$ cat src/rtl/instr_encoder_if.sv
// instr_encoder_if
// Field-bundle input channel, encoded-word output channel and address-base
// control for instr_encoder.
//   input channel  : in_valid_i / in_ready_o plus opcode_i, funct3_i, funct7_i,
//                    rd_i, rs1_i, rs2_i, imm_i
//   address control: base_load_i, base_addr_i
//   output channel : out_valid_o / out_ready_i plus instr_o, illegal_o,
//                    addr_o, err_cnt_o
// master = program generator side, slave = encoder.
interface instr_encoder_if;
   logic        in_valid_i;
   logic        in_ready_o;
   logic [4:0]  opcode_i;
   logic [2:0]  funct3_i;
   logic [6:0]  funct7_i;
   logic [4:0]  rd_i;
   logic [4:0]  rs1_i;
   logic [4:0]  rs2_i;
   logic [31:0] imm_i;
   logic        base_load_i;
   logic [31:0] base_addr_i;
   logic        out_valid_o;
   logic        out_ready_i;
   logic [31:0] instr_o;
   logic        illegal_o;
   logic [31:0] addr_o;
   logic [7:0]  err_cnt_o;

   modport master (
      output in_valid_i, opcode_i, funct3_i, funct7_i, rd_i, rs1_i, rs2_i,
             imm_i, base_load_i, base_addr_i, out_ready_i,
      input  in_ready_o, out_valid_o, instr_o, illegal_o, addr_o, err_cnt_o
   );

   modport slave (
      input  in_valid_i, opcode_i, funct3_i, funct7_i, rd_i, rs1_i, rs2_i,
             imm_i, base_load_i, base_addr_i, out_ready_i,
      output in_ready_o, out_valid_o, instr_o, illegal_o, addr_o, err_cnt_o
   );
endinterface

$ cat src/rtl/instr_encoder.sv
// instr_encoder
// Streaming RV32I encoder: range-checks an instruction field bundle, packs the
// 32-bit machine word and tags it with a running byte address. One output
// register, latency 1, full throughput while the consumer is ready.
// Ports:
//   clk_i      clock, all state on the rising edge
//   rst_i      synchronous active-high reset
//   bus        instr_encoder_if.slave (input bundle, base load, output word)
// RESET_ADDR   address register value after reset
module instr_encoder #(
   parameter logic [31:0] RESET_ADDR = 32'h0000_0000
) (
   input logic            clk_i,
   input logic            rst_i,
   instr_encoder_if.slave bus
);
   localparam logic [4:0] OPC_LOAD     = 5'b00000;
   localparam logic [4:0] OPC_MISC_MEM = 5'b00011;
   localparam logic [4:0] OPC_OP_IMM   = 5'b00100;
   localparam logic [4:0] OPC_AUIPC    = 5'b00101;
   localparam logic [4:0] OPC_STORE    = 5'b01000;
   localparam logic [4:0] OPC_OP       = 5'b01100;
   localparam logic [4:0] OPC_LUI      = 5'b01101;
   localparam logic [4:0] OPC_BRANCH   = 5'b11000;
   localparam logic [4:0] OPC_JALR     = 5'b11001;
   localparam logic [4:0] OPC_JAL      = 5'b11011;
   localparam logic [4:0] OPC_SYSTEM   = 5'b11100;

   localparam logic [6:0] F7_ZERO = 7'b0000000;
   localparam logic [6:0] F7_ALT  = 7'b0100000;

   logic [31:0]        imm;
   logic signed [31:0] imm_s;
   logic [4:0]         opc;
   logic [2:0]         f3;
   logic [6:0]         f7;

   logic [31:0] w_r, w_i, w_sh, w_s, w_b, w_u, w_j;
   logic [31:0] word;
   logic        ill;
   logic        imm12_bad;

   logic        valid_q;
   logic [31:0] instr_q;
   logic        ill_q;
   logic [31:0] out_addr_q;
   logic [31:0] addr_q;
   logic [7:0]  err_q;

   logic        in_ready;
   logic        accept;
   logic        out_hs;
   logic [31:0] addr_adv;
   logic [31:0] addr_next;

   assign imm   = bus.imm_i;
   assign imm_s = bus.imm_i;
   assign opc   = bus.opcode_i;
   assign f3    = bus.funct3_i;
   assign f7    = bus.funct7_i;

   assign w_r  = {f7, bus.rs2_i, bus.rs1_i, f3, bus.rd_i, opc, 2'b11};
   assign w_i  = {imm[11:0], bus.rs1_i, f3, bus.rd_i, opc, 2'b11};
   assign w_sh = {f7, imm[4:0], bus.rs1_i, f3, bus.rd_i, opc, 2'b11};
   assign w_s  = {imm[11:5], bus.rs2_i, bus.rs1_i, f3, imm[4:0], opc, 2'b11};
   assign w_b  = {imm[12], imm[10:5], bus.rs2_i, bus.rs1_i, f3, imm[4:1],
                  imm[11], opc, 2'b11};
   assign w_u  = {imm[31:12], bus.rd_i, opc, 2'b11};
   assign w_j  = {imm[20], imm[10:1], imm[11], imm[19:12], bus.rd_i, opc, 2'b11};

   assign imm12_bad = (imm_s < -32'sd2048) || (imm_s > 32'sd2047);

   always_comb begin
      word = 32'h0;
      ill  = 1'b0;
      unique case (opc)
         OPC_OP: begin
            word = w_r;
            ill  = !((f7 == F7_ZERO) ||
                     ((f7 == F7_ALT) && ((f3 == 3'b000) || (f3 == 3'b101))));
         end
         OPC_OP_IMM: begin
            if ((f3 == 3'b001) || (f3 == 3'b101)) begin
               word = w_sh;
               // shift amount travels in imm_i and must fit 5 bits unsigned
               ill  = (imm > 32'd31) ||
                      ((f3 == 3'b001) && (f7 != F7_ZERO)) ||
                      ((f3 == 3'b101) && (f7 != F7_ZERO) && (f7 != F7_ALT));
            end else begin
               word = w_i;
               ill  = imm12_bad;
            end
         end
         OPC_LOAD: begin
            word = w_i;
            ill  = imm12_bad || (f3 == 3'b011) || (f3 == 3'b110) || (f3 == 3'b111);
         end
         OPC_JALR: begin
            word = w_i;
            ill  = imm12_bad || (f3 != 3'b000);
         end
         OPC_MISC_MEM: begin
            word = w_i;
         end
         OPC_SYSTEM: begin
            word = w_i;
            ill  = imm > 32'd4095;
         end
         OPC_STORE: begin
            word = w_s;
            ill  = imm12_bad || (f3[2] == 1'b1) || (f3 == 3'b011);
         end
         OPC_BRANCH: begin
            word = w_b;
            ill  = (f3 == 3'b010) || (f3 == 3'b011) ||
                   (imm_s < -32'sd4096) || (imm_s > 32'sd4094) || imm[0];
         end
         OPC_LUI, OPC_AUIPC: begin
            word = w_u;
            ill  = imm[11:0] != 12'h000;
         end
         OPC_JAL: begin
            word = w_j;
            ill  = (imm_s < -32'sd1048576) || (imm_s > 32'sd1048574) || imm[0];
         end
         default: begin
            ill = 1'b1;
         end
      endcase
   end

   assign in_ready = !valid_q || bus.out_ready_i;
   assign accept   = bus.in_valid_i && in_ready;
   assign out_hs   = valid_q && bus.out_ready_i;

   // A new word captured alongside a handshake takes the post-advance address;
   // a same-cycle base load only lands in addr_q for later captures.
   assign addr_adv  = (out_hs && !ill_q) ? addr_q + 32'd4 : addr_q;
   assign addr_next = bus.base_load_i ? (bus.base_addr_i & 32'hFFFF_FFFC) : addr_adv;

   always_ff @(posedge clk_i) begin
      if (rst_i) begin
         valid_q    <= 1'b0;
         instr_q    <= 32'h0;
         ill_q      <= 1'b0;
         out_addr_q <= RESET_ADDR;
         addr_q     <= RESET_ADDR;
         err_q      <= 8'h00;
      end else begin
         addr_q <= addr_next;
         if (out_hs && ill_q && (err_q != 8'hFF)) begin
            err_q <= err_q + 8'd1;
         end
         if (accept) begin
            valid_q    <= 1'b1;
            instr_q    <= ill ? 32'h0 : word;
            ill_q      <= ill;
            out_addr_q <= addr_adv;
         end else if (out_hs) begin
            valid_q <= 1'b0;
         end
      end
   end

   assign bus.in_ready_o  = in_ready;
   assign bus.out_valid_o = valid_q;
   assign bus.instr_o     = instr_q;
   assign bus.illegal_o   = ill_q;
   assign bus.addr_o      = out_addr_q;
   assign bus.err_cnt_o   = err_q;
endmodule
$ cat src/flat_wrapper.sv
// flat-port wrapper written by rule: the top's interface ports become plain ports
module instr_encoder_flat 
#(
   parameter logic [31:0] RESET_ADDR = 32'h0000_0000
)
  (clk_i, rst_i, bus_in_valid_i, bus_opcode_i, bus_funct3_i, bus_funct7_i, bus_rd_i, bus_rs1_i, bus_rs2_i, bus_imm_i, bus_base_load_i, bus_base_addr_i, bus_out_ready_i, bus_in_ready_o, bus_out_valid_o, bus_instr_o, bus_illegal_o, bus_addr_o, bus_err_cnt_o);
  instr_encoder_if bus_i ();
  input logic clk_i;
  input logic rst_i;
  input wire logic [$bits(bus_i.in_valid_i)-1:0] bus_in_valid_i;
  input wire logic [$bits(bus_i.opcode_i)-1:0] bus_opcode_i;
  input wire logic [$bits(bus_i.funct3_i)-1:0] bus_funct3_i;
  input wire logic [$bits(bus_i.funct7_i)-1:0] bus_funct7_i;
  input wire logic [$bits(bus_i.rd_i)-1:0] bus_rd_i;
  input wire logic [$bits(bus_i.rs1_i)-1:0] bus_rs1_i;
  input wire logic [$bits(bus_i.rs2_i)-1:0] bus_rs2_i;
  input wire logic [$bits(bus_i.imm_i)-1:0] bus_imm_i;
  input wire logic [$bits(bus_i.base_load_i)-1:0] bus_base_load_i;
  input wire logic [$bits(bus_i.base_addr_i)-1:0] bus_base_addr_i;
  input wire logic [$bits(bus_i.out_ready_i)-1:0] bus_out_ready_i;
  output wire logic [$bits(bus_i.in_ready_o)-1:0] bus_in_ready_o;
  output wire logic [$bits(bus_i.out_valid_o)-1:0] bus_out_valid_o;
  output wire logic [$bits(bus_i.instr_o)-1:0] bus_instr_o;
  output wire logic [$bits(bus_i.illegal_o)-1:0] bus_illegal_o;
  output wire logic [$bits(bus_i.addr_o)-1:0] bus_addr_o;
  output wire logic [$bits(bus_i.err_cnt_o)-1:0] bus_err_cnt_o;
  assign bus_i.in_valid_i = bus_in_valid_i;
  assign bus_i.opcode_i = bus_opcode_i;
  assign bus_i.funct3_i = bus_funct3_i;
  assign bus_i.funct7_i = bus_funct7_i;
  assign bus_i.rd_i = bus_rd_i;
  assign bus_i.rs1_i = bus_rs1_i;
  assign bus_i.rs2_i = bus_rs2_i;
  assign bus_i.imm_i = bus_imm_i;
  assign bus_i.base_load_i = bus_base_load_i;
  assign bus_i.base_addr_i = bus_base_addr_i;
  assign bus_i.out_ready_i = bus_out_ready_i;
  assign bus_in_ready_o = bus_i.in_ready_o;
  assign bus_out_valid_o = bus_i.out_valid_o;
  assign bus_instr_o = bus_i.instr_o;
  assign bus_illegal_o = bus_i.illegal_o;
  assign bus_addr_o = bus_i.addr_o;
  assign bus_err_cnt_o = bus_i.err_cnt_o;
  instr_encoder #(.RESET_ADDR(RESET_ADDR)) u_core (.clk_i(clk_i), .rst_i(rst_i), .bus(bus_i));
endmodule
$ cat config.mk
export PLATFORM = sky130hd
export DESIGN_NAME = instr_encoder_flat
export DESIGN_NICKNAME = d
export VERILOG_FILES = /design/src/rtl/instr_encoder_if.sv /design/src/rtl/instr_encoder.sv /design/src/flat_wrapper.sv
export SDC_FILE = /design/constraint.sdc
export NUM_CORES = 1
export LEC_CHECK = 0
export ABC_AREA = 1
export CAP_MARGIN = 20
export CORE_AREA = 2 2 126 128
export CTS_CLUSTER_DIAMETER = 40
export DETAILED_ROUTE_END_ITERATION = 7
export DIE_AREA = 0 0 128 130
export PLACE_DENSITY = 0.71
export SYNTH_ARGS = -nofsm -noshare
export SYNTH_HDL_FRONTEND = slang
export SYNTH_SLANG_ARGS = --single-unit
$ cat constraint.sdc
create_clock -name clk_i -period 2.34 [get_ports clk_i]
set_input_delay 0.234 -clock clk_i [delete_from_list [all_inputs] [get_ports clk_i]]
set_output_delay 0.234 -clock clk_i [all_outputs]
set_load 0.02 [all_outputs]
# ---- Word level (Yosys, flattened, before mapping)
# Cells that the tools add are included.
dict set report totals {
  ff_bits 106
  input_bits 99
  output_inout_bits 75
  elab_cells 86
}
dict set report op_classes {
  muxes 9
  n_addsub 2
  n_eq_ne 19
  n_lt_le_gt_ge 8
  n_reduce_logical 41
}
# cell n
set ops {}
lappend ops {{32-bit case mux with 7 select lines} 1}
lappend ops {{32-bit two-way mux} 4}
lappend ops {{32-bit by 12-bit greater-than comparator with 1-bit output (second input constant)} 2}
lappend ops {{32-bit by 3-bit adder with 32-bit output (second input constant)} 1}
lappend ops {{32-bit by 13-bit greater-than comparator with 1-bit output (second input constant)} 1}
lappend ops {{32-bit by 21-bit greater-than comparator with 1-bit output (second input constant)} 1}
lappend ops {{32-bit by 5-bit greater-than comparator with 1-bit output (second input constant)} 1}
lappend ops {{32-bit by 12-bit less-than comparator with 1-bit output (second input constant)} 1}
lappend ops {{32-bit by 13-bit less-than comparator with 1-bit output (second input constant)} 1}
lappend ops {{32-bit by 21-bit less-than comparator with 1-bit output (second input constant)} 1}
lappend ops {{5-bit equality test (second input constant)} 4}
lappend ops {{1-bit logical OR} 19}
lappend ops {{5-bit by 4-bit equality test with 1-bit output (second input constant)} 3}
lappend ops {{12-bit nonzero test} 1}
lappend ops {{5-bit by 3-bit equality test with 1-bit output (second input constant)} 2}
lappend ops {{1-bit case mux with 10 select lines} 1}
lappend ops {{3-bit equality test (second input constant)} 3}
lappend ops {{1-bit logical AND} 9}
lappend ops {{8-bit by 1-bit adder with 8-bit output (second input constant)} 1}
lappend ops {{8-bit inequality test (second input constant)} 1}
lappend ops {{7-bit by 6-bit equality test with 1-bit output (second input constant)} 1}
lappend ops {{7-bit zero test} 1}
lappend ops {{7-bit by 6-bit inequality test with 1-bit output (second input constant)} 1}
lappend ops {{7-bit nonzero test} 1}
lappend ops {{11 further kinds} 17}

# ---- Depth between registers and ports, before layout
# Gate-level depths: netlist of the first run.
dict set report depth {
  ltp_word 7
  depth_mapped 14
  depth_no_buf 13
}

# ---- Least setup slack after synthesis of the first run
# OpenSTA, ideal clock, no wires.
dict set report synth_path {
  path_kind {reg2reg}
  start {register u_core.valid_q (netlist: u_core.bus.out_valid_o)}
  end {register u_core.addr_q[25]}
  setup_time_ps 109
  slack_ps 500
  n_path_buf 0
  period_less_slack_ps 1840
  t_arrival_ps 1731
  path_stages_with_launch 13
  t_required_ps 2231
  cell_sequence {dfxtp_1 nand2_1 nor2_1 inv_1 nor2_2 nand2_1 inv_1 nand2_1 nor3_1 or2_2 nand3_1 nand2_1 inv_1}
}
dict set report synth_via {
  elab_chain_cells 4
}
# element line_no
set synth_lines {}
lappend synth_lines {{from (decl)} instr_encoder.sv:43} ;# logic valid_q;
lappend synth_lines {{from (signal assigned)} instr_encoder.sv:143} ;# valid_q <= 1'b0;
lappend synth_lines {{from (signal assigned)} instr_encoder.sv:155} ;# valid_q <= 1'b1;
lappend synth_lines {{from (signal assigned)} instr_encoder.sv:160} ;# valid_q <= 1'b0;
lappend synth_lines {{1-bit logical AND} instr_encoder.sv:134} ;# assign out_hs = valid_q && bus.out_ready_i;
lappend synth_lines {{1-bit logical AND} instr_encoder.sv:138} ;# assign addr_adv = (out_hs && !ill_q) ? addr_q + 32'd4 : addr_q;
lappend synth_lines {{32-bit two-way mux} instr_encoder.sv:138}
lappend synth_lines {{32-bit two-way mux} instr_encoder.sv:139} ;# assign addr_next = bus.base_load_i ? (bus.base_addr_i & 32'hFFFF_FFFC) : addr_adv;
lappend synth_lines {{to (signal assigned)} instr_encoder.sv:150} ;# addr_q <= addr_next;
lappend synth_lines {{to (decl)} instr_encoder.sv:47} ;# logic [31:0] addr_q;
# Every way passes these cells.
# A chain may end at the register's enable or synchronous reset.

# ---- Worst setup path after layout of the first run
dict set report layout_path {
  start {input bus_imm_i[28]}
  end {register u_core.instr_q[25] (netlist: u_core.bus.instr_o[25])}
}
dict set report layout_via {
  elab_chain_cells 7
  word_cells_on_any_way 25
  cone_classes {8 x order compare; 3 x mux; 14 x reduce/logical}
}
# element line_no
set layout_lines {}
lappend layout_lines {{from (decl)} flat_wrapper.sv:17} ;# input wire logic [$bits(bus_i.imm_i)-1:0] bus_imm_i;
lappend layout_lines {{32-bit by 12-bit less-than comparator with 1-bit output / 32-bit by 12-bit greater-than comparator with 1-bit output (equally long branches)} instr_encoder.sv:71} ;# assign imm12_bad = (imm_s < -32'sd2048) || (imm_s > 32'sd2047);
lappend layout_lines {{1-bit logical OR} instr_encoder.sv:71}
lappend layout_lines {{1-bit logical OR (3 in series)} instr_encoder.sv:96} ;# ill = imm12_bad || (f3 == 3'b011) || (f3 == 3'b110) || (f3 == 3'b111);
lappend layout_lines {{1-bit case mux with 10 select lines (*)} instr_encoder.sv:76} ;# unique case (opc)
lappend layout_lines {{32-bit two-way mux (*)} instr_encoder.sv:156} ;# instr_q <= ill ? 32'h0 : word;
lappend layout_lines {{to (signal assigned)} instr_encoder.sv:156}
lappend layout_lines {{to (decl)} instr_encoder.sv:44} ;# logic [31:0] instr_q;
# Mark *: on every way between the ends. The rest lies on a longest branch, timed or not.

==> results of run 1 <==
[worst paths after layout]
kind | start | endpoint | slack (ns) | cells past startpoint
worst max-delay path | bus_imm_i[28] | u_core.bus.instr_o[25] | 0.24 | 13
worst min-delay path | u_core.bus.instr_o[8] | u_core.bus.instr_o[8] | 0.47 | 2
worst max register to register | u_core.addr_q[2] | u_core.addr_q[22] | 0.28 | 9
worst min register to register | u_core.bus.instr_o[8] | u_core.bus.instr_o[8] | 0.47 | 2
[layout make-up]
cell class / count / area (um2) / area share (%)
well taps: 192 / 240 / 2.86
inverters: 132 / 495 / 5.90
flip-flops and latches: 101 / 2020 / 24.1
clock inverters: 6 / 61.3 / 0.730
clock buffers: 10 / 239 / 2.85
multi-input cells: 691 / 3270 / 39.0
repair buffers: 216 / 2060 / 24.6
[synthesized netlist by cell type, drive strengths merged]
master  instances  area share, %
nand2         193             12
nor2          174             11
inv           132            8.3
dfxtp         101             34
o21ai          80            6.7
nand3          75            6.4
a21oi          56            4.7
clkbuf         27            1.7
nor3           21            2.0
o211ai         21            2.6
xor2           20            2.9
nand4          15            1.6
buf            11            1.3
a22oi           8            1.0
xnor2           5           0.73
o22ai           4           0.42
or2             4           0.42
nor3b           3           0.38
ha              2           0.42
nor4            2           0.21
a21boi          1           0.13
a21o            1           0.13
and3            1           0.10
conb            1          0.063
nand3b          1           0.13
o31ai           1           0.13
or3             1           0.10
[sequential cells by signal, summed over array words and instances, names as in the netlist]
name and cells:
u_core.bus.err_cnt_o 8, u_core.bus.instr_o 31, u_core.bus.addr_o 30, u_core.bus.illegal_o 1, u_core.bus.out_valid_o 1, u_core.addr_q 30
[cell families (layout without fill, tap and decap cells)]
group / after synthesis / in the layout
and+or+nand+nor: 490 / 490
AOI/OAI and AO/OA: 172 / 172
buffers and inverters: 170 / 364
DFF: 101 / 101
xor gates and xnor gates: 25 / 25
adders and majority gates: 2 / 2
other: 1 / 2
[power by group]
part	internal, mW	switching, mW
registers	1.81	0.0631
clock network	0.857	0.688
logic	0.420	0.492
[routing by layer]
metal	routed length, um	global-route usage [%]
met5	0	0
met4	346	7.95
met3	1180	4.06
met2	9310	40.4
met1	8710	30.1
[placed cells by master, fill, tap and decap left out, drive strengths merged]
cell type	Yosys	layout
nand2	193	193
nor2	174	174
clkdlybuf4s50	0	168
inv	132	133
dfxtp	101	101
o21ai	80	80
nand3	75	75
a21oi	56	56
buf	11	48
o211ai	21	21
nor3	21	21
xor2	20	20
nand4	15	15
clkbuf	27	10
a22oi	8	8
xnor2	5	5
or2	4	4
o22ai	4	4
nor3b	3	3
clkinv	0	3
nor4	2	2
ha	2	2
conb	1	2
a21boi	1	1
o31ai	1	1
and3	1	1
a21o	1	1
nand3b	1	1
or3	1	1
bufinv	0	1
clkinvlp	0	1
[worst register-to-register path: cells and delay by family (launching register included)]
family | cells | cell delay, ns
AO/OA/AOI/OAI | 1 | 0.18
XOR/XNOR | 1 | 0.17
adder cells (fa/ha/maj) | 1 | 0.22
buffers and inverters | 1 | 0.06
flip-flops | 1 | 0.39
AND/OR/NAND/NOR | 5 | 0.94
[what timing repair did]
action,in CTS,in global routing
resized for setup,0,1
hold endpoints to repair,0,0
setup endpoints to repair,0,3
[stage by stage]
step / hold slack [ns] / setup slack, ns / TNS, ns / util, %
3_5_place_dp: 0.458 / -0.0954 / -1.30 / 52.5
6_report: 0.465 / 0.243 / 0 / 54.4
4_1_cts: 0.468 / 0.214 / 0 / 54.4
2_1_floorplan: 0.365 / 0.500 / 0 / -
5_1_grt: 0.486 / 0.0720 / 0 / 54.4
3_3_place_gp: 0.452 / -0.0835 / -0.801 / 52.5
==> results.txt, run 1 <==
----------------------------------------------------
[Clock network]
  Cts hold-fix bufs ... 0
  Maximum buffer depth of the clock tree ... 2
  Cell at the root of the clock tree ... sky130_fd_sc_hd__clkbuf_16
  Setup bufs post-CTS ... 0
  Clock buffers created by TritonCTS ... 9
  Clock tree from TritonCTS ... built
  Clock-pin slew of the registers on the worst-case setup and hold paths ... approximately 0.070 ns
  Clock tree sinks ... just over 100
  Clock Latency Late Sink ... ~0.35 ns
  CTS H-Tree Depth ... 3

[Logic synthesis]
  Xor-xnor portion of the synthesized cell area ... between 3 and 4%
  Sequential-to-total area share from yosys stat ... approximately a third
  Share of synthesized area spent on multiplexers ... 0%
  Post-Synth Adder-Cell Area ... 0.419%
  Combinational family with the most area after synthesis ... simple AND/OR/NAND/NOR gates
  Syn avg cell area ... ~6.2 um2
  Number of storage elements in the synthesis netlist ... 101
  Compound-gate portion of the synthesized area ... around 16%
  Simple-gate portion of the synthesized area ... around a third
  Synthesized instance count ... just under 1000
  Count of distinct cell types in the synthesized netlist ... 37
  Cell Area, Synth ... ~6000 um2
  Number of synthesis warnings ... 0

[Critical path]
  Classification of the worst setup path ... input pin to register
  Largest stage delay, worst path ... about 0.47 ns
  Cells traversed along the worst timing path ... clkdlybuf4s50_1, nor2_1, nand3_1, nor2_1, nand3_1, nor2_1, o21ai_0, nand2_1, nand3_1, nor2_4, buf_4, nand3_1, a21oi_1
  Most prevalent standard cell on the critical path ... sky130_fd_sc_hd__nand3_1
  Cell with the largest stage delay on the worst path ... sky130_fd_sc_hd__clkdlybuf4s50_1
  Critical-path maximum fanout ... 15
  Data arrival at the endpoint of the critical path ... approximately 2.4 ns
  Crit. End Element ... register
  Worst EP required ... approximately 2.6 ns
  Gate family responsible for the most delay along the worst path ... simple AND/OR/NAND/NOR gates
  Worst Setup Start Kind ... input pin
  CP bufs+invs ... 2

[Final layout]
  Share of cells above drive strength 1 ... under 10%
  Cell area after layout ... about 8400 um2
  Total Nets Final ... roughly 1300
  # diodes ... 0
  FILL cells ... 1525
  Number of cells in the finished layout apart from fillers ... approximately 1300
  Area overhead of the layout relative to synthesis ... 40.7%

[Floorplan]
  I/O pin count ... ~170
  Total core area ... 15400 um2
  Num rows ... 46
  Area of the die ... approximately 17000 um2
  Effective utilization at floorplan ... roughly two fifths
  Die width ... around 130 um
  DIE HEIGHT ... around 130 um

[Routing]
  Via count ... 6681
  Detailed Route Iter0 Violations ... approximately 470
  DRT Pass-1 Iters ... 5
  Total wirelength of the detailed-routed design ... about 20000 um
  Residual DRC ... 0
  Detail-routed via count per cell ... between 4 and 5
  Post-DR wirelength/cell ... around 15 um
  Number of nets with antenna violations after routing ... 0

[Timing]
  Final Hold Viols ... 0
  Relative slew slack ... between 40% and 50%
  Fraction of the cycle the final worst path needs ... between 80% and 90%
  Final setup violation count ... 0
  Period minus WS final ... roughly 2.1 ns
  Final setup skew ... ~0.0097 ns
  Highest attainable clock frequency ... 0.477 GHz
  Final slew viol count ... 0
  Unrepaired setup endpoints after global routing ... no
  Transition at the pin with the smallest max-transition slack ... between 0.8 and 0.9 ns

[Pwr]
  Power Dens Cells ... slightly above 500 nW/um2
  Power after layout ... ~4.3 mW
  Max VDD drop ... approximately 0.00035 V
  Reported leakage power ... 3.60 nW

[Global route]
  First-pass GRT wire length ... 31000 um
  Number of global-route vias before repair ... 6200
  Total global routing overflow ... 0
  GRT Overall Usage ... a little under a quarter
  Pin count of the biggest net entering global routing ... between 70 and 80
  Number of antenna violations at the first check in global routing ... 0

[Place]
  DP HPWL ... about 15000 um
  Placer's final routability congestion estimate ... approximately 0.91
  Number of instances in the placed design ... 1332
  # port buffers ... approximately 170
  Cell area reported after detailed placement ... ~8000 um2

[Hold path]
  Class of the tightest hold or removal check ... register to register

[Run status]
  Status ... completed

[Flow run]
  Max-cap violation count ... 0

----------------------------------------------------
(Power assumes the default switching activity.)
==> inputs of run 2 (changes only) <==
Settings changed: CTS_CLUSTER_SIZE set to 16.
==> results of run 2 <==
Final layout, timing and power as in run 1 (identical DEF).
